## config.mk

```make
export PLATFORM = sky130hd
export DESIGN_NAME = apb_reg_bridge
export DESIGN_NICKNAME = d
export VERILOG_FILES = /design/src/rtl/apb_reg_bridge.sv
export SDC_FILE = /design/constraint.sdc
export NUM_CORES = 1
export LEC_CHECK = 0
export CAP_MARGIN = 40
export CELL_PAD_IN_SITES_DETAIL_PLACEMENT = 1
export CELL_PAD_IN_SITES_GLOBAL_PLACEMENT = 2
export CORE_MARGIN = 5
export CORE_UTILIZATION = 25
export CTS_CLUSTER_SIZE = 40
export DETAILED_ROUTE_END_ITERATION = 16
export PLACE_DENSITY_LB_ADDON = 0.2
export SYNTH_ARGS = -nofsm -noshare
export SYNTH_HDL_FRONTEND = slang
export SYNTH_SLANG_ARGS = --single-unit
```

## constraint.sdc

```tcl
create_clock -name PCLK -period 2.2 [get_ports PCLK]
set_clock_uncertainty 0.05 [all_clocks]
set_input_delay 0.55 -clock PCLK [delete_from_list [all_inputs] [get_ports PCLK]]
set_output_delay 0.55 -clock PCLK [all_outputs]
set_load 0.005 [all_outputs]
```

## src/rtl/apb_reg_bridge.sv

```systemverilog
// APB completer that turns each transfer into one register-bus request and returns its response.
// Optional no-response abort is compiled in with `define APB_REG_BRIDGE_TIMEOUT_EN.
module apb_reg_bridge #(
  parameter int ADDR_WIDTH     = 32,
  parameter int DATA_WIDTH     = 32,
  parameter int TIMEOUT_CYCLES = 16
) (
  input  logic                  PCLK,
  input  logic                  PRESETn,
  input  logic [ADDR_WIDTH-1:0] PADDR,
  input  logic [DATA_WIDTH-1:0] PWDATA,
  input  logic                  PWRITE,
  input  logic                  PSEL,
  input  logic                  PENABLE,
  output logic [DATA_WIDTH-1:0] PRDATA,
  output logic                  PREADY,
  output logic                  PSLVERR,
  output logic [ADDR_WIDTH-1:0] REG_ADDR,
  output logic [DATA_WIDTH-1:0] REG_WDATA,
  output logic                  REG_VALID,
  output logic                  REG_READ,
  output logic                  REG_WRITE,
  input  logic [DATA_WIDTH-1:0] REG_RDATA,
  input  logic                  REG_ACK,
  input  logic                  REG_ERROR
);

  typedef enum logic [1:0] {IDLE = 2'd0, REQ = 2'd1, DONE = 2'd2} state_t;

  typedef struct packed {
    logic [ADDR_WIDTH-1:0] addr;
    logic [DATA_WIDTH-1:0] wdata;
    logic                  read;
    logic                  write;
    logic                  valid;
  } req_t;

  typedef struct packed {
    logic [DATA_WIDTH-1:0] rdata;
    logic                  ready;
    logic                  slverr;
  } rsp_t;

  if (TIMEOUT_CYCLES < 2) begin : g_bad_cfg
    $error("apb_reg_bridge: TIMEOUT_CYCLES must be at least 2");
  end

  state_t state, state_nxt;
  req_t   req_q, req_d;
  rsp_t   rsp_q, rsp_d;
  logic   setup, abort, finish;

  assign setup  = PSEL & ~PENABLE;
  assign finish = (state == REQ) & (REG_ACK | abort);

`ifdef APB_REG_BRIDGE_TIMEOUT_EN
  localparam int CW = $clog2(TIMEOUT_CYCLES + 1);
  logic [CW-1:0] cnt, cnt_nxt;

  // Counter equals (REQ cycles so far - 1), so abort lands on the TIMEOUT_CYCLES-th cycle.
  assign abort = (state == REQ) & ~REG_ACK & (cnt == CW'(TIMEOUT_CYCLES - 1));

  always_comb begin
    cnt_nxt = cnt;
    if (state == IDLE && setup)        cnt_nxt = '0;
    else if (state == REQ && !REG_ACK) cnt_nxt = cnt + 1'b1;
  end

  always_ff @(posedge PCLK or negedge PRESETn) begin
    if (!PRESETn) cnt <= '0;
    else          cnt <= cnt_nxt;
  end
`else
  assign abort = 1'b0;
`endif

  always_ff @(posedge PCLK or negedge PRESETn) begin
    if (!PRESETn) state <= IDLE;
    else          state <= state_nxt;
  end

  always_comb begin
    state_nxt = state;
    unique case (state)
      IDLE:    if (setup)  state_nxt = REQ;
      REQ:     if (finish) state_nxt = DONE;
      DONE:    state_nxt = IDLE;
      default: state_nxt = IDLE;
    endcase
  end

  // Next value of every registered output; PSEL is not looked at outside IDLE.
  always_comb begin
    req_d = req_q;
    rsp_d = rsp_q;
    unique case (state)
      IDLE: begin
        rsp_d = '0;
        if (setup) begin
          req_d.addr  = PADDR;
          req_d.wdata = PWDATA;
          req_d.write = PWRITE;
          req_d.read  = ~PWRITE;
          req_d.valid = 1'b1;
        end
      end
      REQ: if (finish) begin
        req_d.valid  = 1'b0;
        req_d.read   = 1'b0;
        req_d.write  = 1'b0;
        rsp_d.ready  = 1'b1;
        rsp_d.slverr = REG_ACK ? REG_ERROR : 1'b1;
        rsp_d.rdata  = (REG_ACK & ~REG_ERROR & req_q.read) ? REG_RDATA : '0;
      end
      DONE:    rsp_d = '0;
      default: ;
    endcase
  end

  always_ff @(posedge PCLK or negedge PRESETn) begin
    if (!PRESETn) begin
      req_q <= '0;
      rsp_q <= '0;
    end else begin
      req_q <= req_d;
      rsp_q <= rsp_d;
    end
  end

  assign REG_ADDR  = req_q.addr;
  assign REG_WDATA = req_q.wdata;
  assign REG_VALID = req_q.valid;
  assign REG_READ  = req_q.read;
  assign REG_WRITE = req_q.write;
  assign PRDATA    = rsp_q.rdata;
  assign PREADY    = rsp_q.ready;
  assign PSLVERR   = rsp_q.slverr;

endmodule

```

==> run_results.csv <==
group,metric,value,unit
setup_path,crit_family,"buffers and inverters",
setup_path,slowest_delay,550,ps
synthesis,synth.yosys.warnings,0,
synthesis,syn_nets,333,
setup_path,cp.required,1600,ps
clock_network,cts_hold_buffers,0,
global_routing,antenna_found_initial,0,
floorplan,io_pins,204,
sta,fin_ws,322,ps
routing,avgRoutedWirePerCell,17.7,um
setup_path,crit_path_start_kind,"flop",
clock_network,cts_resized,0,
final_layout,design_area,6460,um^2
setup_path,r2r_slack,560,ps
floorplan,fp.dieH,133,um
final_layout,nNetsFinal,546,
floorplan,die_x,133,um
setup_path,end_kind,"primary output",
final_layout,fin_cells,636,
placement,hpwlAfterDp,8.61,mm
sta,worst_slew_pin_slew,402,ps
clock_network,htreeDepth,3,
routing,vias,2744,
synthesis,synth_cell_types,19,
power,power_leakage,2.71,nW
placement,dp.cells,620,
global_routing,gr-usage-all-layers,0.129,
clock_network,clk_path_buf_depth,2,
synthesis,synth_simple_gate_area_share,0.0178,
power,p_total,5.69,mW
setup_path,crit_buf_inv,1,
routing,viasPerCell,4.31,
floorplan,start_util,0.252,
setup_path,path_max_fanout,3,
setup_path,critical_path_arrival,1280,ps
floorplan,dieArea,17700,um^2
flow_run,max-cap-violations,0,
setup_path,cpMaxStageDelayCell,"clkdlybuf4s50_1",
sta,layout_min_cycle_time,1880,ps
sta,hold_viol,0,
sta,setup_tns,0,ps
hold_path,hp-class,"input pin to asynchronous set/reset pin",
global_routing,grt-ovfl-total,0,
clock_network,clkTransAtPathRegs,70,ps
placement,place_area,6140,um^2
routing,routed_wl,11.2,mm
synthesis,synth_area,3790,um^2
synthesis,seq_area_frac_synth,0.681,
sta,whs,165,ps
power,ir_drop,0.000466,V
placement,place_ws,45.6,ps
placement,port_buffers,203,
placement,gp_congestion,0.664,
synthesis,synthXorXnorAreaFrac,0,
sta,period_share,0.854,
floorplan,core-area,15000,um^2
final_layout,drive_gt1_frac,0.203,
sta,slew_headroom,0.732,
synthesis,synth_fa_ha_area_frac,0,
clock_network,numCtsBuffers,9,
synthesis,synth_cells,230,
routing,drt-initial-drc-count,69,
final_layout,fillers,1550,
synthesis,synth_top_family_by_area,"multiplexers",
synthesis,syn_avg_cell_area,16.5,um^2
setup_path,critPathKind,"flop to primary output",
routing,drt_pre_antenna_iters,4,
status,outcome,"completed",
routing,drc_errors,0,
synthesis,synth_mux_area_frac,0.193,
clock_network,tritoncts,"yes",
setup_path,crit_chain,"clkdlybuf4s50_1",
sta,drv_slew,0,
global_routing,grt_max_degree,73,
sta,fmax,532,MHz
global_routing,grt_first_pass_wirelength,17.9,mm
synthesis,ys_ff_latch,103,
synthesis,synth_compound_area_frac,0.0839,
clock_network,cts.sinks,103,
final_layout,n_antenna_cell,0,
floorplan,row_count,45,
final_layout,postLayoutCoreUtil,0.430,
global_routing,grt_pass1_vias,3087,
final_layout,syn_to_final_growth,70.7,%
power,powerDensity,880,nW/um^2
clock_network,post_cts_buffers,0,
clock_network,cts_root_buffer,"clkbuf_16",
clock_network,insertion_delay,340,ps
routing,antenna_left,0,
sta,rsz0062_at_grt,"false",
sta,setup-violations-final,0,
cells by family (layout without fill, tap and decap cells):
logic type,Yosys count,after routing
buffers and inverters,17,235
multiplexers,65,65
flip-flops,103,103
AND/OR/NAND/NOR,8,8
AO/OA/AOI/OAI,37,37
layer usage:
layer	vias to the layer above	part of all wire	global-route usage
met5	-	0	0
met4	0	0.017	0.0497
met3	12	0.10	0.0582
met2	140	0.42	0.179
met1	1338	0.46	0.174
li1	1254	-	-
Yosys cell counts, drive strengths merged:
cell    count  area [um^2]
a22o       33          289
nand3b      1         7.51
nor2b       2         12.5
a21o        1         7.51
a31o        1         8.76
o21a        1         7.51
nand2       3         11.3
buf        10         66.3
mux2i       1         10.0
mux2       64          721
clkbuf      4         15.0
nor4b       1         23.8
nor3b       1         12.5
inv         3         11.3
dfrtp     103         2580
o21ai       1         5.00
cell usage in the layout, fill, tap and decap left out, types with 3 or more instances in the layout:
cell type,instances
a22o_1,33
buf_12,5
buf_4,9
clkbuf_16,9
clkdlybuf4s50_1,202
dfrtp_1,103
inv_1,3
mux2_1,5
mux2_2,59
nand2_1,3
registers in the layout (all words and copies together), names as in the netlist:
register   count
REG_READ       1
REG_WDATA     32
PRDATA        32
REG_ADDR      32
PSLVERR        1
state          2
REG_VALID      1
PREADY         1
REG_WRITE      1
path summary, 6_finish.rpt:
| path | start | end | cells after the start |
|---|---|---|---|
| min | PRESETn | REG_WDATA[2] | 2 |
| max | REG_READ | REG_READ | 1 |
| max reg2reg | state[0] | REG_ADDR[16] | 4 |
| max in group asynchronous | PRESETn | REG_WDATA[29] | 2 |
| min reg2reg | REG_VALID | REG_VALID | 1 |
| min in group PCLK | REG_VALID | REG_VALID | 1 |
where the power goes:
group          switching (mW)  internal (mW)  leakage, nW
combinational           0.442           1.06         1.27
sequential              0.192           2.25         1.29
clock                   0.686           1.06        0.160
total                    1.32           4.37         2.71
layout make-up:
cell class | instances | area, um^2 | share of cell area
Clock inverter | 3 | 65.1 | 0.0101
Clock buffer | 13 | 260 | 0.0403
Multi-Input combinational cell | 110 | 1120 | 0.174
Timing Repair Buffer | 216 | 2190 | 0.339
Inverter | 3 | 11.3 | 0.00174
Sequential cell | 103 | 2580 | 0.399
Tap cell | 188 | 235 | 0.0364
No activity file was read; power rests on OpenSTA's default activity.
